File: src/rtl/mem_pkg.sv
`default_nettype none
// ============================================================================
//  Module   : mem_pkg
//  Brief    : Shared defaults and grant encoding for the memory port arbiter.
//  Revision : 1.0  initial release
// ============================================================================
package mem_pkg;

    localparam int c_WIDTH_DEFAULT     = 2;
    localparam int c_PSIZE_DEFAULT     = 2;
    localparam int c_RSP_DEPTH_DEFAULT = 2;

    typedef enum logic {
        GNT_WR = 1'b0,
        GNT_RD = 1'b1
    } gnt_t;

    // Bits needed to hold an occupancy count of 0..depth inclusive.
    function automatic int cnt_width(input int depth);
        return $clog2(depth + 1);
    endfunction

endpackage
`default_nettype wire

File: src/rtl/rsp_fifo.sv
`default_nettype none
// ============================================================================
//  Module   : rsp_fifo
//  Brief    : Synchronous response FIFO with push/pop and occupancy count.
//  Revision : 1.0  initial release
// ============================================================================
module rsp_fifo
    import mem_pkg::*;
#(
    parameter int WIDTH     = c_WIDTH_DEFAULT,
    parameter int RSP_DEPTH = c_RSP_DEPTH_DEFAULT,
    parameter int CNT_W     = cnt_width(RSP_DEPTH)
) (
    input  logic             clk,
    input  logic             rst,
    input  logic             push_i,
    input  logic [WIDTH-1:0] push_data_i,
    input  logic             pop_i,
    output logic [WIDTH-1:0] head_o,
    output logic [CNT_W-1:0] count_o
);

    localparam int c_PTR_W = (RSP_DEPTH > 1) ? $clog2(RSP_DEPTH) : 1;

    logic [WIDTH-1:0]   mem_q [RSP_DEPTH];
    logic [c_PTR_W-1:0] wr_ptr_q, wr_ptr_d;
    logic [c_PTR_W-1:0] rd_ptr_q, rd_ptr_d;
    logic [CNT_W-1:0]   count_q, count_d;

    // Explicit wrap so non-power-of-two depths stay in range.
    function automatic logic [c_PTR_W-1:0] ptr_inc(input logic [c_PTR_W-1:0] p);
        return (p == c_PTR_W'(RSP_DEPTH - 1)) ? '0 : p + 1'b1;
    endfunction

    always_comb begin
        wr_ptr_d = wr_ptr_q;
        rd_ptr_d = rd_ptr_q;
        count_d  = count_q;
        if (push_i) begin
            wr_ptr_d = ptr_inc(wr_ptr_q);
        end
        if (pop_i) begin
            rd_ptr_d = ptr_inc(rd_ptr_q);
        end
        case ({push_i, pop_i})
            2'b10:   count_d = count_q + 1'b1;
            2'b01:   count_d = count_q - 1'b1;
            default: count_d = count_q;
        endcase
    end

    always_ff @(posedge clk) begin
        if (rst) begin
            wr_ptr_q <= '0;
            rd_ptr_q <= '0;
            count_q  <= '0;
        end else begin
            wr_ptr_q <= wr_ptr_d;
            rd_ptr_q <= rd_ptr_d;
            count_q  <= count_d;
        end
    end

    always_ff @(posedge clk) begin
        if (push_i) begin
            mem_q[wr_ptr_q] <= push_data_i;
        end
    end

    assign head_o  = mem_q[rd_ptr_q];
    assign count_o = count_q;

endmodule
`default_nettype wire

File: src/rtl/mem_port_arbiter.sv
`default_nettype none
// ============================================================================
//  Module   : mem_port_arbiter
//  Brief    : Round-robin write/read merge onto a single-port-pair memory with
//             credit-limited reads and a buffered read-response stream.
//  Revision : 1.0  initial release
// ============================================================================
module mem_port_arbiter
    import mem_pkg::*;
#(
    parameter int WIDTH     = c_WIDTH_DEFAULT,
    parameter int PSIZE     = c_PSIZE_DEFAULT,
    parameter int RSP_DEPTH = c_RSP_DEPTH_DEFAULT
) (
    input  logic             clk,
    input  logic             rst,
    input  logic             wr_valid_i,
    output logic             wr_ready_o,
    input  logic [PSIZE-1:0] wr_addr_i,
    input  logic [WIDTH-1:0] wr_data_i,
    input  logic             rd_valid_i,
    output logic             rd_ready_o,
    input  logic [PSIZE-1:0] rd_addr_i,
    output logic             rsp_valid_o,
    input  logic             rsp_ready_i,
    output logic [WIDTH-1:0] rsp_data_o,
    output logic             mem_wr_o,
    output logic             mem_rd_o,
    output logic [PSIZE-1:0] mem_wr_addr_o,
    output logic [PSIZE-1:0] mem_rd_addr_o,
    output logic [WIDTH-1:0] mem_wr_data_o,
    input  logic [WIDTH-1:0] mem_rd_data_i
);

    localparam int c_CNT_W = cnt_width(RSP_DEPTH);

    logic               last_wr_q, last_wr_d;
    logic               inflight_q;
    logic [c_CNT_W-1:0] w_count;
    logic [c_CNT_W:0]   w_occupancy;
    logic               w_rd_ok;
    logic               w_rd_req;
    logic               w_wr_gnt;
    logic               w_rd_gnt;
    logic               w_pop;
    gnt_t               w_tie_gnt;

    // In-flight read already owns a slot, so it counts against the credit.
    assign w_occupancy = {1'b0, w_count} + {{c_CNT_W{1'b0}}, inflight_q};
    assign w_rd_ok     = w_occupancy < (c_CNT_W + 1)'(RSP_DEPTH);
    assign w_rd_req    = rd_valid_i && w_rd_ok;
    assign w_tie_gnt   = last_wr_q ? GNT_RD : GNT_WR;

    always_comb begin
        w_wr_gnt  = 1'b0;
        w_rd_gnt  = 1'b0;
        last_wr_d = last_wr_q;
        if (!rst) begin
            if (wr_valid_i && w_rd_req) begin
                w_wr_gnt = (w_tie_gnt == GNT_WR);
                w_rd_gnt = (w_tie_gnt == GNT_RD);
            end else begin
                w_wr_gnt = wr_valid_i;
                w_rd_gnt = w_rd_req;
            end
        end
        if (w_wr_gnt) begin
            last_wr_d = 1'b1;
        end else if (w_rd_gnt) begin
            last_wr_d = 1'b0;
        end
    end

    always_ff @(posedge clk) begin
        if (rst) begin
            last_wr_q  <= 1'b0;
            inflight_q <= 1'b0;
        end else begin
            last_wr_q  <= last_wr_d;
            inflight_q <= w_rd_gnt;
        end
    end

    assign w_pop = rsp_valid_o && rsp_ready_i;

    rsp_fifo #(
        .WIDTH     (WIDTH),
        .RSP_DEPTH (RSP_DEPTH),
        .CNT_W     (c_CNT_W)
    ) u_rsp_fifo (
        .clk         (clk),
        .rst         (rst),
        .push_i      (inflight_q),
        .push_data_i (mem_rd_data_i),
        .pop_i       (w_pop),
        .head_o      (rsp_data_o),
        .count_o     (w_count)
    );

    assign rsp_valid_o   = (w_count != '0) && !rst;
    assign wr_ready_o    = w_wr_gnt;
    assign rd_ready_o    = w_rd_gnt;
    assign mem_wr_o      = w_wr_gnt;
    assign mem_rd_o      = w_rd_gnt;
    assign mem_wr_addr_o = wr_addr_i;
    assign mem_rd_addr_o = rd_addr_i;
    assign mem_wr_data_o = wr_data_i;

    a_port_exclusive : assert property (@(posedge clk) disable iff (rst) !(mem_wr_o && mem_rd_o));

endmodule
`default_nettype wire

File: config.mk
export PLATFORM = sky130hd
export DESIGN_NAME = mem_port_arbiter
export DESIGN_NICKNAME = d
export VERILOG_FILES = /design/src/rtl/mem_pkg.sv /design/src/rtl/rsp_fifo.sv /design/src/rtl/mem_port_arbiter.sv
export SDC_FILE = /design/constraint.sdc
export NUM_CORES = 1
export LEC_CHECK = 0
export ABC_AREA = 0
export CAP_MARGIN = 10
export CORE_UTILIZATION = 34
export DETAILED_ROUTE_END_ITERATION = 10
export MAX_ROUTING_LAYER = met4
export PLACE_DENSITY = 0.68
export SLEW_MARGIN = 20
export SYNTH_ARGS = -nofsm -noshare
export SYNTH_HDL_FRONTEND = slang
export SYNTH_SLANG_ARGS = --single-unit
export TNS_END_PERCENT = 50
File: constraint.sdc
create_clock -name clk -period 1.9 [get_ports clk]
set_clock_uncertainty 0.15 [all_clocks]
set_input_delay 0.38 -clock clk [delete_from_list [all_inputs] [get_ports clk]]
set_output_delay 0.38 -clock clk [all_outputs]
set_load 0.02 [all_outputs]
Yosys cells after proc, flatten, opt, wreduce, memory -nomap -nowiden:

Memories as Yosys holds them, arrays and structs flattened. A register that Yosys moved wholly into a read port is not among the register bits.
Cells that the tools add are included.
Widths: inputs -> output; s select.

* RAM bits: 4
* memories kept: 1
* flip-flop bits (word level): 6
* input port bits: 13

Memories
* u_rsp_fifo.mem_q: depth 2, width 2, read ports 1, clocked after memory_dff 1, wr ports 1, line rsp_fifo.sv:25 `logic [WIDTH-1:0] mem_q [RSP_DEPTH];`

* reduce and logical (&&, ||, !) cells: 8
* $add $sub $neg: 5
* multiplexer cells: 14
* bitwise operators: 1
* magnitude comparators: 1
* equality and inequality tests: 2

Operator list (count)
* $mux 1: 13
* $reduce_bool 2->1: 3
* $logic_and 1x1->1: 4
* $pmux 2 s2: 1
* $add 2x1->3: 1
* $lt 3x2->1 const B: 1
* $add 1x1->1 const B: 2
* $add 2x1->2 const B: 1
* $eq 2x1->1 const B: 1
* $eq 2x2->1 const B: 1
* $sub 2x1->2 const B: 1
* $logic_not 1->1: 1
* $not 1->1: 1

Longest topological paths before layout:

Gate-level depths: netlist (run 1).

* depth in word-level cells: 8
* depth in mapped cells: 7
* gate-level depth less buffers: 6

Hierarchy:

From an unflattened synthesis (run 1), not the netlist that was laid out.

* cells, all modules: 48
* area total of the unflattened synthesis: 519.2 µm²

Modules (own cells, without submodules)
* rsp_fifo: sequential area each 220.2 µm², area each 335.3 µm², cells each 26, instances 1
* mem_port_arbiter: sequential area each 40.0 µm², area each 183.9 µm², cells each 22, instances 1

Worst setup path before layout (run 1):

No wires, ideal clock.

* kind: register -> output
* start point: reg u_rsp_fifo.count_q[0], in the netlist u_rsp_fifo.count_o[0]
* end point: out wr_ready_o
* cell stages (with the launch flop): 5
* buffers on the path: 1
* required time: 1.370 ns
* arrival: 1.502 ns
* slack: -0.132 ns
* cell sequence: dfxtp_1 nand2_1 and4b_1 nor3b_1 buf_4

* cells in the longest elaborated chain, start to end: 6

Ends and longest elaborated chain
* start, declared: line rsp_fifo.sv:28 `logic [CNT_W-1:0] count_q, count_d;`
* start signal, assigned: line rsp_fifo.sv:60 `count_q <= count_d;`
* $add 2x1->3: line mem_port_arbiter.sv:49 `assign w_occupancy = {1'b0, w_count} + {{c_CNT_W{1'b0}}, inflight_q};`
* $lt 3x2->1: line mem_port_arbiter.sv:50 `assign w_rd_ok = w_occupancy < (c_CNT_W + 1)'(RSP_DEPTH);`
* $logic_and 1x1->1: line mem_port_arbiter.sv:51 `assign w_rd_req = rd_valid_i && w_rd_ok;`
* $logic_and 1x1->1: line mem_port_arbiter.sv:59 `if (wr_valid_i && w_rd_req) begin`
* $mux 1: line mem_port_arbiter.sv:59
* $mux 1: line mem_port_arbiter.sv:58 `if (!rst) begin`
* end, declared: line mem_port_arbiter.sv:18 `output logic wr_ready_o,`

No other way between the ends.

Worst setup path in the final report (run 1):

* start point: in rst
* end point: out rsp_valid_o

* cells in the longest elaborated chain, start to end: 2

Ends and longest elaborated chain
* start, declared: line mem_port_arbiter.sv:16 `input logic rst,`
* $logic_not 1->1: line mem_port_arbiter.sv:100 `assign rsp_valid_o = (w_count != '0) && !rst;`
* $logic_and 1x1->1: line mem_port_arbiter.sv:100
* end, declared: line mem_port_arbiter.sv:24 `output logic rsp_valid_o,`

No other way between the ends.

==> results of run 1 <==
==> power by group through the flow <==
stage | clock (mW) | sequential [mW] | combinational (mW)
6_report | 0.160 | 0.271 | 0.133
5_1_grt | 0.182 | 0.273 | 0.144
4_1_cts | 0.165 | 0.270 | 0.124
3_5_place_dp | 0 | 0.276 | 0.128
3_3_place_gp | 0 | 0.275 | 0.125
2_1_floorplan | 0 | 0.277 | 0.0834
==> metrics by stage <==
step | total power, mW | setup TNS [ns] | hold slack [ns]
detailed placement | 0.404 | -3.00 | 0.316
finish | 0.564 | 0 | 0.324
global placement | 0.400 | -2.80 | 0.300
floorplan | 0.360 | 0 | 0.288
CTS | 0.559 | -0.0214 | 0.327
global route | 0.599 | -0.00422 | 0.363
==> sequential cells by signal, indices dropped and copies added (netlist names), named ones only <==
register,flops
u_rsp_fifo.mem_q,4
u_rsp_fifo.count_o,2
inflight_q,1
last_wr_q,1
u_rsp_fifo.rd_ptr_q,1
u_rsp_fifo.wr_ptr_q,1
==> layer usage <==
layer | up-vias | part of all wire | global-route usage
met5 | - | 0 | -
met3 | 2 | 0.072 | 0.0870
met2 | 14 | 0.55 | 0.247
li1 | 198 | - | -
met1 | 188 | 0.37 | 0.118
met4 | 0 | 0.014 | 0.0452
==> worst paths after layout <==
check | endpoint | slack (ns) | depth (start not counted)
setup reg to reg | u_rsp_fifo.count_o[1] | 0.12 | 7
setup / recovery | rsp_valid_o | 0.08 | 4
hold reg to reg | u_rsp_fifo.rd_ptr_q | 0.32 | 1
hold / removal | u_rsp_fifo.rd_ptr_q | 0.32 | 1
==> what timing repair did <==
action                                 4_1_cts  5_1_grt
setup endpoints to repair                    8        5
gates resized for setup                     25       12
pin swaps                                    2        2
endpoints found under the hold margin        0        0
setup buffers                                1        0
==> layout make-up <==
class / count / area [um2] / area share
Inverter: 2 / 7.51 / 0.00977
Clock buffer: 4 / 26.3 / 0.0342
Timing Repair Buffer: 25 / 210 / 0.274
Multi-Input combinational cell: 26 / 241 / 0.314
Tap cell: 16 / 20.0 / 0.0261
Sequential cell: 11 / 263 / 0.342
==> cell usage after synthesis (all sizes together) <==
cell type / number
o21ai: 1
buf: 9
nor3b: 1
mux2: 2
xnor2: 2
dfxtp: 7
edfxtp: 4
ha: 1
nand2b: 1
and2: 2
mux2i: 2
and4b: 3
a21oi: 2
o21ba: 1
xor2: 1
nor2: 4
inv: 2
or3: 1
nor3: 1
nand2: 1
==> logic make-up (layout without fill, tap and decap cells) <==
group / after synthesis / count (layout)
AO/OA/AOI/OAI: 4 / 4
XOR/XNOR: 3 / 3
adder cells (fa/ha/maj): 1 / 1
buffers and inverters: 11 / 31
flip-flops: 11 / 11
multiplexers: 4 / 4
AND/OR/NAND/NOR: 14 / 14
==> impl_results.md, run 1 <==
- Outcome: finished clean
- Synthesized area per cell: 11.3 um2
- Total global-route track usage: 0.139
- Warnings from Yosys: 0
- Root Buffer: clkbuf_4
- Total nets after synthesis: 62
- Number of clock buffers inserted by TritonCTS: 3
- Multiplexer fraction of the synthesized cell area: 0.0787
- Max Buffers Root-to-Sink: 2
- Cell Count, Final, Fillers Out: 84
- Number of filler cells placed in the layout: 133
- CTS hold repair buffers: 0
- Post-synthesis instance total: 48
- Largest fanout of any net on the critical path: 3
- Critical path buffer and inverter count: 3
- Worst voltage drop across the vdd grid: 456 uV
- Startpoint of the worst hold path: u_rsp_fifo.rd_ptr_q
- Critical path class: in -> out
- Total inserted antenna cells: 0
- Top-Level Pins: 26
- Seq pwr share: 0.481
- Number of cells in the design after placement: 79
- Switching fraction of total power: 0.260
- CP Launch Point: rst
- Aggregate global routing overflow: 0
- Max-cap check violation count: 0
- Synth Area in Compound Gates: 0.0579
- Share of synthesized area occupied by flip-flops and latches: 0.481
- Die span in y: 41.9 um
- Antenna-violating nets left: 0
- Post-synthesis adder-cell area fraction: 0.0231
- Area share of and/or/nand/nor cells after synthesis: 0.164
- Pre-CTS WS: -0.484 ns
- Ratio of cells with drive above 1 in the final layout: 0.471
- Number of pins exceeding their max-slew limit in the final report: 0
- Commonest non-fill, non-tap cells in the layout: buf_4 (12), dfxtp_1 (5), nor2_1 (4), dlygate4sd2_1 (4), edfxtp_1 (4)
- Standard cell core area: 0.00149 mm2
- Final WS setup: 0.0831 ns
- Final core utilization: 0.516
- Total count of hold-check failures in the final report: 0
- Slew at the pin with the worst max-slew slack: 0.212 ns
- Library cell with the largest summed area after synthesis: dfxtp_1
- Summed area of non-filler cells in the final layout: 768 um2
- Number of antenna violations at the first check in global routing: 0
- Post-synth design cell area: 541 um2
- TritonCTS clock tree: built
- Depth of the CTS H-tree: 1
- Gpl congestion: 0.706
- TritonCTS sink count: 11
- Average vias per placed instance: 4.79
- Worst stage delay on the critical path: 0.29 ns
- Combinational fraction of design power: 0.235
- Port buffer count: 13
- Vias in the first global route: 442
- Portion of synthesized cell area occupied by the leading cell type: 0.259
- Dominant cells by area after synthesis: dfxtp_1 (26%), edfxtp_1 (22%), buf_4 (11%)
- Crit share post-route: 0.956
- Routed wire per std cell: 11.8 um
- Final Setup Violations: 0
- Arrival @ worst endpoint: 1.29 ns
- Data required time of the worst path: 1.37 ns
- Global-route wire length before repair: 1720 um
- Worst min path class: reg -> reg
- Maximum frequency from static timing analysis: 550 MHz
- Remaining max-slew budget at the tightest pin: 0.859
- Most frequent standard cell in the layout excluding fill and tap cells: buf_4
- DRC violations left: 0
- Cell Pwr Density: 735 mW/mm2
- Clock slew seen by the registers of the worst setup and hold paths: 0.06 ns
- Main combinational cell family by area after synthesis: simple AND/OR/NAND/NOR gates
- Post-synthesis sequential element count: 11
- First-pass detailed-route iteration total: 3
- Starting Density: 0.363
- Library cell contributing the largest single delay on the critical path: clkdlybuf4s15_1
- Dominant delay contributor by cell family on the critical path: buffers and inverters
- Number of rows created at floorplan: 14
- NetSw: 147 uW
- Number of DRC violations after detailed-routing iteration 0: 2
- Internal power component: 418 uW
- Final wirelength: 994 um
- Xor/xnor share of the synthesized area: 0.0486
- Crit path capture type: output port
- Clock latency of the later-clocked register in the worst-skew pair: 0.27 ns
- Post-detailed-placement cell area: 707 um2
- Number of vias in the routed layout: 402
- Width of the die: 41.9 um
- Unique masters post-synth: 22
- Critical register-to-register path startpoint: u_rsp_fifo.count_o[0]
- Tmin final: 1.82 ns
- Leakage power: 0.325 nW
- Clock network fraction of design power: 0.284
- Half-perimeter wire length of the detailed placement result: 752 um
- Startpoint kind of the worst setup timing path: input port
- Maximum number of pins on one net before global-route repair: 7
- Cell Chain, Critical Path: dlygate4sd2_1, buf_4, o21ba_4, clkdlybuf4s15_1
- Number of nets in the final layout: 83
- Synth-to-layout area growth: 42.1%
- Die footprint: 0.00175 mm2
No activity file was read; power rests on OpenSTA's default activity.
==> run 2, diff against run 1 <==
--- a/config.mk
+++ b/config.mk
@@ -7,10 +7,11 @@
 export LEC_CHECK = 0
 export ABC_AREA = 0
 export CAP_MARGIN = 10
-export CORE_UTILIZATION = 34
+export CORE_ASPECT_RATIO = 0.6
+export CORE_UTILIZATION = 25
 export DETAILED_ROUTE_END_ITERATION = 10
 export MAX_ROUTING_LAYER = met4
-export PLACE_DENSITY = 0.68
+export PLACE_DENSITY = 0.52
 export SLEW_MARGIN = 20
 export SYNTH_ARGS = -nofsm -noshare
 export SYNTH_HDL_FRONTEND = slang
==> impl_results.md, run 2 (synthesis gave the netlist of run 1 again) <==
- Starting Density: 0.279 (-0.0840)
- Average vias per placed instance: 4.04 (-15%)
- Synth-to-layout area growth: 33.6%
- Cell Pwr Density: 747 mW/mm2 (+1.7%)
- TritonCTS sink count: 11 (unchanged)
- Startpoint kind of the worst setup timing path: flip-flop
- Depth of the CTS H-tree: 1 (unchanged)
- Number of cells in the design after placement: 86 (+8.9%)
- Max Buffers Root-to-Sink: 2 (unchanged)
- Standard cell core area: 0.00194 mm2 (+30%)
- Post-detailed-placement cell area: 684 um2 (-3.2%)
- Pre-CTS WS: -0.483 ns (+0.00116 ns)
- Root Buffer: clkbuf_4
- Outcome: finished clean
- Gpl congestion: 0.674 (-4.5%)
- DRC violations left: 0 (unchanged)
- Final WS setup: 0.121 ns (+0.0382 ns)
- Largest fanout of any net on the critical path: 3 (unchanged)
- Unrepaired setup endpoints after global routing: false
- First-pass detailed-route iteration total: 2 (-1)
- Slew at the pin with the worst max-slew slack: 0.206 ns (-0.00587 ns)
- Number of DRC violations after detailed-routing iteration 0: 5 (+3)
- Worst min path class: in -> reg
- Final Setup Violations: 0 (unchanged)
- Maximum frequency from static timing analysis: 562 MHz (+2.1%)
- Data required time of the worst path: 1.37 ns (about the same)
- Final core utilization: 0.373 (-0.143)
- Routed wire per std cell: 9.46 um (-20%)
- Global-route wire length before repair: 1490 um (-13%)
- Die span in y: 38.0 um (-9.2%)
- Remaining max-slew budget at the tightest pin: 0.863 (+0.00461)
- Width of the die: 62.0 um (+48%)
- Max-cap check violation count: 0 (unchanged)
- Tmin final: 1.78 ns (-0.0382 ns)
- Crit share post-route: 0.936 (-0.0201)
- Clock slew seen by the registers of the worst setup and hold paths: 0.07 ns (about the same)
- Summed area of non-filler cells in the final layout: 722 um2 (-6.0%)
- Number of pins exceeding their max-slew limit in the final report: 0 (unchanged)
- Most flops, register: u_rsp_fifo.mem_q
- Die footprint: 0.00236 mm2 (+35%)
- Top-Level Pins: 26 (unchanged)
- Ratio of cells with drive above 1 in the final layout: 0.355 (-0.116)
- Leakage power: 0.295 nW (-9.4%)
- Arrival @ worst endpoint: 1.25 ns (-0.04 ns)
- Clock latency of the later-clocked register in the worst-skew pair: 0.26 ns (about the same)
- Total inserted antenna cells: 0 (unchanged)
- CTS hold repair buffers: 0 (unchanged)
- Worst hold-check slack: 0.295 ns (-0.0289 ns)
- Number of buffers added for setup after CTS: 0 (-1)
- Half-perimeter wire length of the detailed placement result: 645 um (-14%)
- Number of antenna violations at the first check in global routing: 0 (unchanged)
- Total count of hold-check failures in the final report: 0 (unchanged)
- Antenna-violating nets left: 0 (unchanged)
- Worst voltage drop across the vdd grid: 323 uV (-29%)
- Vias in the first global route: 349 (-21%)
- TritonCTS clock tree: built
- Commonest non-fill, non-tap cells in the layout: dfxtp_1 (7), buf_4 (7), nor2_1 (4), dlygate4sd2_1 (4), edfxtp_1 (4)
- Number of clock buffers inserted by TritonCTS: 3 (unchanged)
- Maximum number of pins on one net before global-route repair: 7 (unchanged)
- Largest register FFs: 4 (unchanged)
- Number of nets in the final layout: 77 (-7.2%)
- Crit path capture type: output port
- Cell Count, Final, Fillers Out: 90 (+7.1%)
- Port buffer count: 13 (unchanged)
- Total global-route track usage: 0.0963 (-0.0429)
- Aggregate global routing overflow: 0 (unchanged)
- Number of vias in the routed layout: 364 (-9.5%)
- Final wirelength: 851 um (-14%)
- Critical path class: reg -> out
- Number of rows created at floorplan: 12 (-2)
## run 2: per-stage QoR
stage / setup TNS (ns) / total power [mW]
3_3_place_gp: -2.85 / 0.393
2_1_floorplan: 0 / 0.360
4_1_cts: -0.0146 / 0.544
6_report: 0 / 0.539
5_1_grt: 0 / 0.575
3_5_place_dp: -2.89 / 0.394
## run 2: path summary, 6_finish.rpt
check | startpoint | endpoint | slack (ns) | cells after the start
setup / recovery | u_rsp_fifo.count_o[0] | wr_ready_o | 0.12 | 4
hold reg to reg | u_rsp_fifo.rd_ptr_q | u_rsp_fifo.rd_ptr_q | 0.34 | 1
setup reg to reg | u_rsp_fifo.count_o[0] | u_rsp_fifo.count_o[1] | 0.14 | 7
hold / removal | wr_valid_i | last_wr_q | 0.29 | 3
## run 2: where the power goes
group / internal (mW) / switching (mW)
clock network: 0.0810 / 0.0706
registers: 0.261 / 0.00940
logic: 0.0650 / 0.0524
total: 0.407 / 0.132
## run 2: area by class of cell
type	instances	area [um2]
Fill cell	207	1210
Inverter	2	7.51
Timing Repair Buffer	19	169
Tap cell	28	35.0
Sequential cell	11	260
Clock buffer	4	26.3
Multi-Input combinational cell	26	224
## run 2: critical path: stages (launching register included)
cell and delay [ns]:
dfxtp_1 0.33, nand2_1 0.08, and4b_1 0.22, nor3b_2 0.19, buf_4 0.17
## run 2: what timing repair did
| action | CTS | global route |
|---|---|---|
| gates cloned | 0 | 0 |
| pin swaps | 1 | 3 |
| setup endpoints to repair | 8 | 4 |
| resized for setup | 28 | 7 |
## run 2: layer usage
layer / up-vias / global-route usage / share of wire
met1: 168 / 0.113 / 0.51
met3: 0 / 0.0608 / 0.095
li1: 185 / - / -
met5: - / - / 0
met4: 0 / 0.0167 / 0
met2: 11 / 0.141 / 0.39
==> run 3, diff against run 2 <==
--- a/config.mk
+++ b/config.mk
@@ -5,13 +5,13 @@
 export SDC_FILE = /design/constraint.sdc
 export NUM_CORES = 1
 export LEC_CHECK = 0
-export ABC_AREA = 0
+export ABC_AREA = 1
 export CAP_MARGIN = 10
 export CORE_ASPECT_RATIO = 0.6
 export CORE_UTILIZATION = 25
 export DETAILED_ROUTE_END_ITERATION = 10
 export MAX_ROUTING_LAYER = met4
-export PLACE_DENSITY = 0.52
+export PLACE_DENSITY = 0.51
 export SLEW_MARGIN = 20
 export SYNTH_ARGS = -nofsm -noshare
 export SYNTH_HDL_FRONTEND = slang
==> impl_results.md, run 3 <==
- Portion of synthesized cell area occupied by the leading cell type: 0.253 (-0.00587)
- Dominant cells by area after synthesis: dfxtp_1 (25%), edfxtp_1 (22%), buf_4 (11%)
- Library cell with the largest summed area after synthesis: dfxtp_1
- TritonCTS clock tree: built
- Half-perimeter wire length of the detailed placement result: 784 um (+21%)
- Post-synth design cell area: 553 um2 (+2.3%)
- Starting Density: 0.281 (+0.00210)
- Switching fraction of total power: 0.250 (+0.00443)
- Internal power component: 451 uW (+11%)
- Cell Chain, Critical Path: clkdlybuf4s50_1, nand3_2, o21ai_2, inv_1, buf_2
- Unique masters post-synth: 16 (-27%)
- Average vias per placed instance: 3.76 (-7.1%)
- Die footprint: 0.00241 mm2 (+2.2%)
- Count leader, synth: inv_1
- NetSw: 150 uW (+13%)
- Antenna-violating nets left: 0 (unchanged)
- Worst stage delay on the critical path: 0.48 ns (+0.15 ns)
- Cell Pwr Density: 821 mW/mm2 (+9.9%)
- Number of rows created at floorplan: 12 (unchanged)
- Warnings from Yosys: 0 (unchanged)
- Port buffer count: 13 (unchanged)
- Most used DFF post-synth: dfxtp_1
- Clock network fraction of design power: 0.394 (+0.113)
- Final Setup Violations: 0 (unchanged)
- Final core utilization: 0.372 (-0.000602)
- Root Buffer: clkbuf_8
- Total global-route track usage: 0.107 (+0.0104)
- TritonCTS sink count: 11 (unchanged)
- Worst min path class: reg -> reg
- Width of the die: 62.7 um (+1.1%)
- Commonest non-fill, non-tap cells in the layout: inv_1 (12), nor2_1 (11), nand2_1 (8), dfxtp_1 (7), buf_4 (6)
- Number of buffers added for setup after CTS: 0 (unchanged)
- Clock slew seen by the registers of the worst setup and hold paths: 0.05 ns (-0.02 ns)
- Post-synthesis instance total: 68 (+42%)
- Worst hold-check slack: 0.326 ns (+0.0316 ns)
- Global-route wire length before repair: 1700 um (+14%)
- Number of nets in the final layout: 98 (+27%)
- Final wirelength: 990 um (+16%)
- Maximum frequency from static timing analysis: 548 MHz (-2.5%)
- CTS hold repair buffers: 0 (unchanged)
- Most frequent standard cell in the layout excluding fill and tap cells: inv_1
- Crit path capture type: output port
- Gpl congestion: 0.727 (+7.9%)
- Total count of hold-check failures in the final report: 0 (unchanged)
- Slew at the pin with the worst max-slew slack: 0.219 ns (+0.0132 ns)
- Seq pwr share: 0.440 (-0.061)
- Total inserted antenna cells: 0 (unchanged)
- Number of clock buffers inserted by TritonCTS: 3 (unchanged)
- Fraction of registers with async set or reset after synthesis: 0 (unchanged)
- Total nets after synthesis: 82 (+32%)
- Leakage power: 0.354 nW (+20%)
- Number of antenna violations at the first check in global routing: 0 (unchanged)
- Arrival @ worst endpoint: 1.29 ns (+0.04 ns)
- Worst voltage drop across the vdd grid: 307 uV (-4.9%)
- Die span in y: 38.4 um (+1.1%)
- Critical path buffer and inverter count: 3 (+2)
- Standard cell core area: 0.00197 mm2 (+1.6%)
- Post-synthesis sequential element count: 11 (unchanged)
- Routed wire per std cell: 8.92 um (-5.7%)
- Ratio of cells with drive above 1 in the final layout: 0.253 (-0.102)
- First-pass detailed-route iteration total: 4 (+2)
- Depth of the CTS H-tree: 1 (unchanged)
- Outcome: finished clean
- Post-Route Setup TNS: 0 ns (unchanged)
- Critical path class: in -> out
- Remaining max-slew budget at the tightest pin: 0.854 (-0.00986)
- Max-cap check violation count: 0 (unchanged)
- Dominant delay contributor by cell family on the critical path: buffers and inverters
- Crit share post-route: 0.960 (+0.0238)
- Unrepaired setup endpoints after global routing: false
- Largest fanout of any net on the critical path: 4 (+1)
- Synth-to-layout area growth: 32.4%
- Library cell contributing the largest single delay on the critical path: clkdlybuf4s50_1
- Tmin final: 1.82 ns (+0.0452 ns)
- Share of synthesized area occupied by flip-flops and latches: 0.471 (-0.0109)
- Most common library cells after synthesis: inv_1 (12), nor2_1 (11), buf_4 (8), nand2_1 (8), dfxtp_1 (7)
- Most flops, register: u_rsp_fifo.mem_q
- Clock latency of the later-clocked register in the worst-skew pair: 0.24 ns (-0.02 ns)
- EDFF count, synth: 4 (unchanged)
- Maximum number of pins on one net before global-route repair: 7 (unchanged)
- Number of vias in the routed layout: 417 (+15%)
- DRC violations left: 0 (unchanged)
- Max Buffers Root-to-Sink: 2 (unchanged)
- Synthesized area per cell: 8.13 um2 (-28%)
- Vias in the first global route: 357 (+2.3%)
- Top-Level Pins: 26 (unchanged)
- Startpoint kind of the worst setup timing path: input port
- Combinational fraction of design power: 0.165 (-0.053)
- Largest register FFs: 4 (unchanged)
- Aggregate global routing overflow: 0 (unchanged)
- Number of DRC violations after detailed-routing iteration 0: 13 (+8)
- Data required time of the worst path: 1.37 ns (about the same)
- Number of pins exceeding their max-slew limit in the final report: 0 (unchanged)
[run 3: cell types whose count changed after synthesis, sizes merged, moves of 2 or more]
cell   delta
inv      +12
nand2     +8
nor2      +7
and4b     -3
o21ai     +3
and2      -2
mux2i     -2
nand3     +2
nand4     +2
xnor2     -2
[run 3: per-layer routing]
| metal | global-route usage | vias up | part of all wire |
|---|---|---|---|
| li1 | - | 235 | - |
| met1 | 0.127 | 163 | 0.53 |
| met2 | 0.139 | 17 | 0.36 |
| met3 | 0.0655 | 2 | 0.095 |
| met4 | 0.0523 | 0 | 0.0081 |
| met5 | - | - | 0 |
[run 3: path summary, 6_finish.rpt]
kind / startpoint / end / slack, ns / depth (start not counted)
worst min-delay path: u_rsp_fifo.count_o[0] / u_rsp_fifo.count_o[0] / 0.33 / 1
worst max-delay path: rd_valid_i / wr_ready_o / 0.08 / 5
worst min register to register: u_rsp_fifo.count_o[0] / u_rsp_fifo.count_o[0] / 0.33 / 1
worst max register to register: u_rsp_fifo.count_o[0] / u_rsp_fifo.count_o[1] / 0.35 / 11
[run 3: logic make-up after synthesis]
kind of cell / count (synthesis) / share of synthesized area
DFF: 11 / 0.471
AOI/OAI and AO/OA: 7 / 0.0633
adders and majority gates: 1 / 0.0226
and+or+nand+nor: 25 / 0.199
muxes: 2 / 0.0407
buffers and inverters: 22 / 0.204
[run 3: worst register-to-register path: cells and delay by family, from the launching register on]
family        cells  cell delay [ns]
buf+inv           4             0.36
simple gates      6             0.40
fa+ha+maj         1             0.26
flops             1             0.33
[run 3: final cells by class]
class,instances,area [um2]
Clock buffer,4,45.0
Multi-Input combinational cell,35,189
Tap cell,28,35.0
Timing Repair Buffer,19,150
Fill cell,216,1230
Sequential cell,11,260
Inverter,14,52.6
[run 3: through the flow]
| step | power, mW | instances | setup slack, ns | instance area [um2] |
|---|---|---|---|---|
| 2_1_floorplan | 0.344 | 68 | 0.273 | 553 |
| 3_3_place_gp | 0.375 | 107 | -0.417 | 703 |
| 3_5_place_dp | 0.376 | 107 | -0.455 | 703 |
| 4_1_cts | 0.610 | 111 | 0.0449 | 728 |
| 5_1_grt | 0.638 | 111 | 0.00442 | 732 |
| 6_report | 0.601 | 111 | 0.0760 | 732 |
[run 3: power by group through the flow]
stage	combinational [mW]	clock, mW	sequential, mW
floorplan	0.0746	0	0.269
finish	0.0993	0.237	0.265
global route	0.111	0.261	0.267
global placement	0.106	0	0.269
CTS	0.0997	0.246	0.265
detailed placement	0.107	0	0.269
[run 3: timing repair]
item | CTS | global route
gates resized for setup | 23 | 1
pin swaps | 0 | 1
hold endpoints to repair | 0 | 0
endpoints found under the setup margin | 7 | 2
==> variant 1: new RTL, flow settings as in run 3 <==
Change the package constant `c_PSIZE_DEFAULT` from 2 to 4.
--- a/src/rtl/mem_pkg.sv
+++ b/src/rtl/mem_pkg.sv
@@ -7,7 +7,7 @@
 package mem_pkg;
 
     localparam int c_WIDTH_DEFAULT     = 2;
-    localparam int c_PSIZE_DEFAULT     = 2;
+    localparam int c_PSIZE_DEFAULT     = 4;
     localparam int c_RSP_DEPTH_DEFAULT = 2;
 
     typedef enum logic {
Ports: changed (resized mem_rd_addr_o, mem_wr_addr_o, rd_addr_i and wr_addr_i); port bits go from 26 to 34. No check against the original RTL was run, so the function may have changed too.
==> variant 1 against run 3 <==
Setup slack worse by 0.029 ns; cell area is 1.2% lower; total power is 2.2% lower; area after synthesis is 5.4% higher; synthesized cell count is 5.9% higher; non-clock buffer count is 1 lower; routed wire length is 0.51% lower; sequential cell count stayed put; utilization is 4.0 points lower; first-iteration DRC count is 31% lower; highest routed layer unchanged.
==> variant 1: results (changes against run 3) <==
Placement Setup Slack=-0.430 ns (+0.0245 ns); Worst Hold Class=flip-flop to flip-flop; Clock transition at path regs=0.05 ns (about the same); Worst Hold Path Cells=2 (+1); switching power total=140 uW (-6.6%); VDD IR max=0.000360 V (+17%); Top reg by flops=u_rsp_fifo.mem_q; status=finished clean; commonest cells in the netlist=buf_4, inv_1, nor2_1; post-CTS setup buffers=0 (unchanged); Max Fclk=0.540 GHz (-1.6%); DRT iter0 DRCs=9 (-4); drt total wl=985 um (-0.51%); Root Buffer=clkbuf_8; Pre-Repair DR Iteration Count=4 (unchanged); Syn. warnings=0 (unchanged); Clock Path Buffers=2 (unchanged); WHS=0.353 ns (+0.0263 ns); dominant synthesized flop cell=dfxtp_1; Final Net Count=101 (+3.1%); ANT cells=0 (unchanged); final setup violation count=0 (unchanged); Port Buf Inserts=13 (unchanged); Post-synth ARST share=0% (unchanged); gr usage total=9.11% (-1.6 points); vias post-DR=422 (+1.2%); CTS buffer count=3 (unchanged); Leak=0.354 nW (about the same); Cell variety after synth=16 (unchanged); Largest register FFs=4 (unchanged); Post-Place Cells=108 (+0.93%); DP HPWL=754 um (-3.8%); share of cells above drive strength 1=24.4% (-0.91 points); sequential share of the synthesized area=44.6% (-2.4 points); vias per inst=3.77 (+0.30%); htree depth=1 (unchanged); FILL cells=249 (+15%); vias in the first global route=360 (+0.84%); Synth Net Count=90 (+9.8%); worst-case reg-to-reg path depth=10 (-1); number of flops mapped to enable cells by yosys=4 (unchanged); Worst Path Arrival=1.32 ns (+0.03 ns); gpl congestion=0.694 (-4.6%); first-pass GRT wire length=1510 um (-11%); Clock Latency Late Sink=0.23 ns; syn avg cell area=8.10 um^2 (-0.43%); largest net degree at the start of global routing=7 (unchanged); top post-synthesis cells by area=dfxtp_1, edfxtp_1, buf_4; internal reg-to-reg setup slack=0.42 ns (+0.07 ns); Worst-Margin Slew=0.212 ns (-0.00693 ns)
## variant 1: changes by cell type after synthesis, sizes merged
cell         run 3  this run
buf              8        12
## variant 1: metrics by stage
| step | area (um^2) | utilization [%] | total power [mW] |
|---|---|---|---|
| after floorplan | 583 | - | 0.356 |
| after global placement | 698 | 32.0 | 0.373 |
| after detailed placement | 698 | 32.0 | 0.372 |
| after CTS | 727 | 33.4 | 0.596 |
| after global routing | 723 | 33.2 | 0.625 |
| final | 723 | 33.2 | 0.588 |
## variant 1: logic make-up after synthesis
family                   count (synthesis)  share of synthesized area (%)
AO/OA/AOI/OAI                            7                           6.01
adder cells (fa/ha/maj)                  1                           2.15
buffers and inverters                   26                           24.5
flip-flops                              11                           44.6
multiplexers                             2                           3.86
AND/OR/NAND/NOR                         25                           18.9
## variant 1: path summary, 6_finish.rpt
path                         startpoint                     to
setup reg to reg  u_rsp_fifo.count_o[1]  u_rsp_fifo.count_o[1]
hold reg to reg   u_rsp_fifo.count_o[1]  u_rsp_fifo.count_o[1]
hold / removal    u_rsp_fifo.count_o[1]  u_rsp_fifo.count_o[1]
setup / recovery             rd_valid_i               mem_wr_o
## variant 1: power groups by stage
stage / sequential (mW) / combinational (mW) / clock (mW)
floorplan: 0.269 / 0.0869 / 0
global placement: 0.269 / 0.104 / 0
detailed placement: 0.269 / 0.103 / 0
CTS: 0.265 / 0.0979 / 0.234
global route: 0.266 / 0.108 / 0.251
finish: 0.265 / 0.0955 / 0.228
## variant 1: layout make-up
| class | count | share of cell area [%] |
|---|---|---|
| clock buffers | 4 | 6.23 |
| inverters | 14 | 7.27 |
| multi-input cells | 35 | 25.6 |
| flip-flops and latches | 11 | 36.0 |
| well taps | 30 | 5.19 |
| repair buffers | 18 | 19.7 |
## variant 1: critical path: stages
cell and delay (ns):
clkdlybuf4s50_1 0.49, nand3_2 0.11, o21ai_1 0.13, inv_1 0.06
buf_2 0.15
## variant 1: what timing repair did
| item | in CTS | in global routing |
|---|---|---|
| pin swaps | 0 | 0 |
| endpoints found under the setup margin | 7 | 7 |
| gates resized for setup | 23 | 2 |
## variant 1: per-layer routing
metal  share of wire, %  routed length (um)  GRT usage [%]  vias to the layer above
li1                   -                   -              -                      231
met1                 51                 506           10.7                      169
met2                 37                 366           12.4                       18
met3                 11                 104           6.10                        4
met4               0.81                   8           2.78                        0
met5                  0                   0              -                        -
==> variant 2: new RTL, config.mk and constraints of run 3 <==
Made on the original files. Make the reset (`rst`) asynchronous in 2 clocked blocks.
--- a/src/rtl/rsp_fifo.sv
+++ b/src/rtl/rsp_fifo.sv
@@ -49,7 +49,7 @@
         endcase
     end
 
-    always_ff @(posedge clk) begin
+    always_ff @(posedge clk or posedge rst) begin
         if (rst) begin
             wr_ptr_q <= '0;
             rd_ptr_q <= '0;
--- a/src/rtl/mem_port_arbiter.sv
+++ b/src/rtl/mem_port_arbiter.sv
@@ -71,7 +71,7 @@
         end
     end
 
-    always_ff @(posedge clk) begin
+    always_ff @(posedge clk or posedge rst) begin
         if (rst) begin
             last_wr_q  <= 1'b0;
             inflight_q <= 1'b0;
Function: differs if rst is asserted again (counterexample within 4 cycles, from zero or initial values and one cycle with rst high); with rst held inactive, the same outputs for 10 cycles.
==> variant 2 against run 3 <==
Utilization increased by 0.38 points; setup slack got worse by 0.019 ns; area after synthesis decreased by 2.9%; routed wire length decreased by 7.7%; cell area decreased by 0.51%; sequential cell count decreased by 1; highest routed layer is now met3.
Power is not compared: it rests on default switching activity, and its combinational part moved more than twofold at a synthesized area within 25%.
==> variant 2: results (changes against run 3) <==
status=finished clean; Pre-Repair DR Iteration Count=2 (-2); CTS buffer count=3 (unchanged); MaxCap Viol Count=0 (unchanged); largest net degree at the start of global routing=8 (+1); vias in the first global route=368 (+3.1%); Port Buf Inserts=13 (unchanged); DRT iter0 DRCs=8 (-5); Synth Net Count=75 (-8.5%); number of flops mapped to enable cells by yosys=4 (unchanged); sequential power share=36.9%; Root Buffer=clkbuf_4; Largest register FFs=4 (unchanged); dominant synthesized flop cell=dfrtp_1; routed len/inst=8.46 um (-5.1%); worst-case headroom to the max-slew limit=86.1% (+0.72 points); ANT cells=0 (unchanged); Final Net Count=95 (-3.1%); htree depth=1 (unchanged); Clock Path Buffers=2 (unchanged); Worst Path Arrival=1.31 ns (+0.02 ns); switching power total=323 uW; vias per inst=3.75 (-0.18%); Clk power=189 uW; Clock transition at path regs=0.07 ns (+0.02 ns); DP HPWL=790 um (+0.86%); worst-path fanout max=3 (-1); Post-synth ARST share=60.0% (+60 points); Int Pwr=586 uW; gr usage total=10.7% (+0.069 points); commonest cells in the netlist=nand2_1, buf_4, inv_1; Leak=0.381 nW; VDD IR max=0.000489 V; FILL cells=205 (-5.1%); first-pass GRT wire length=1570 um (-7.7%); top post-synthesis cells by area=dfrtp_1, edfxtp_1, buf_4; initial antenna violation count=0 (unchanged); Syn. warnings=0 (unchanged); share of cells above drive strength 1=31.3% (+5.9 points); Clock Latency Late Sink=0.27 ns (+0.03 ns); gpl congestion=0.700 (-3.7%); Cell variety after synth=19 (+3); Top reg by flops=u_rsp_fifo.mem_q; Worst Hold Class=primary input to async pin; sequential share of the synthesized area=50.3% (+3.3 points); Placement Setup Slack=-0.419 ns (+0.0360 ns)
-- variant 2: timing repair --
| item | CTS | global route |
|---|---|---|
| setup endpoints to repair | 7 | 1 |
| hold buffers | 0 | 0 |
| setup buffers | 0 | 0 |
| resized for setup | 22 | 1 |
-- variant 2: metrics by stage --
| step | std cells | TNS [ns] | total power [mW] | instance area (um^2) | hold slack [ns] |
|---|---|---|---|---|---|
| 5_1_grt | 108 | 0 | 0.989 | 728 | 0.281 |
| 6_report | 108 | 0 | 0.909 | 728 | 0.267 |
| 2_1_floorplan | 61 | 0 | 0.589 | 537 | 0.0428 |
| 3_3_place_gp | 104 | -2.06 | 0.763 | 717 | 0.308 |
| 3_5_place_dp | 104 | -2.14 | 0.760 | 717 | 0.328 |
| 4_1_cts | 108 | 0 | 0.928 | 734 | 0.274 |
-- variant 2: routing by layer --
| layer | track usage [%] | part of all wire (%) | wire (um) | vias up |
|---|---|---|---|---|
| li1 | - | - | - | 223 |
| met2 | 13.2 | 37 | 342 | 12 |
| met1 | 14.1 | 53 | 487 | 170 |
| met3 | 6.76 | 9.2 | 84 | 0 |
| met4 | 3.33 | 0 | 0 | 0 |
| met5 | - | 0 | 0 | - |
-- variant 2: worst max-delay path, stage by stage --
cell and delay [ns]:
clkdlybuf4s50_1 0.42, buf_4 0.15, nor2_1 0.09, nand2_1 0.07, inv_1 0.06, buf_2 0.15
-- variant 2: logic make-up (layout without fill, tap and decap cells) --
| group | Yosys count | in the layout | synth area share (%) |
|---|---|---|---|
| flip-flops | 10 | 10 | 50.3 |
| AND/OR/NAND/NOR | 26 | 26 | 21.7 |
| AO/OA/AOI/OAI | 3 | 3 | 3.26 |
| XOR/XNOR | 2 | 2 | 3.26 |
| adder cells (fa/ha/maj) | 1 | 1 | 2.33 |
| buffers and inverters | 19 | 38 | 19.1 |
-- variant 2: layout make-up --
type | instances | area, um^2 | share of cell area, %
repair buffers | 23 | 178 | 24.4
well taps | 28 | 35.0 | 4.81
flip-flops and latches | 10 | 270 | 37.1
clock buffers | 4 | 36.3 | 4.98
multi-input cells | 32 | 166 | 22.9
inverters | 11 | 42.5 | 5.84
-- variant 2: final timing paths --
path | from | end | slack (ns) | depth (start not counted)
setup / recovery | rst | mem_wr_o | 0.06 | 6
hold / removal | rst | u_rsp_fifo.count_o[0] | 0.27 | 3
setup reg to reg | u_rsp_fifo.count_o[0] | u_rsp_fifo.count_o[1] | 0.32 | 10
hold reg to reg | u_rsp_fifo.wr_ptr_q | u_rsp_fifo.wr_ptr_q | 0.34 | 1
max in group asynchronous | rst | u_rsp_fifo.wr_ptr_q | 1.20 | 3
min in group clk | u_rsp_fifo.wr_ptr_q | u_rsp_fifo.wr_ptr_q | 0.34 | 1
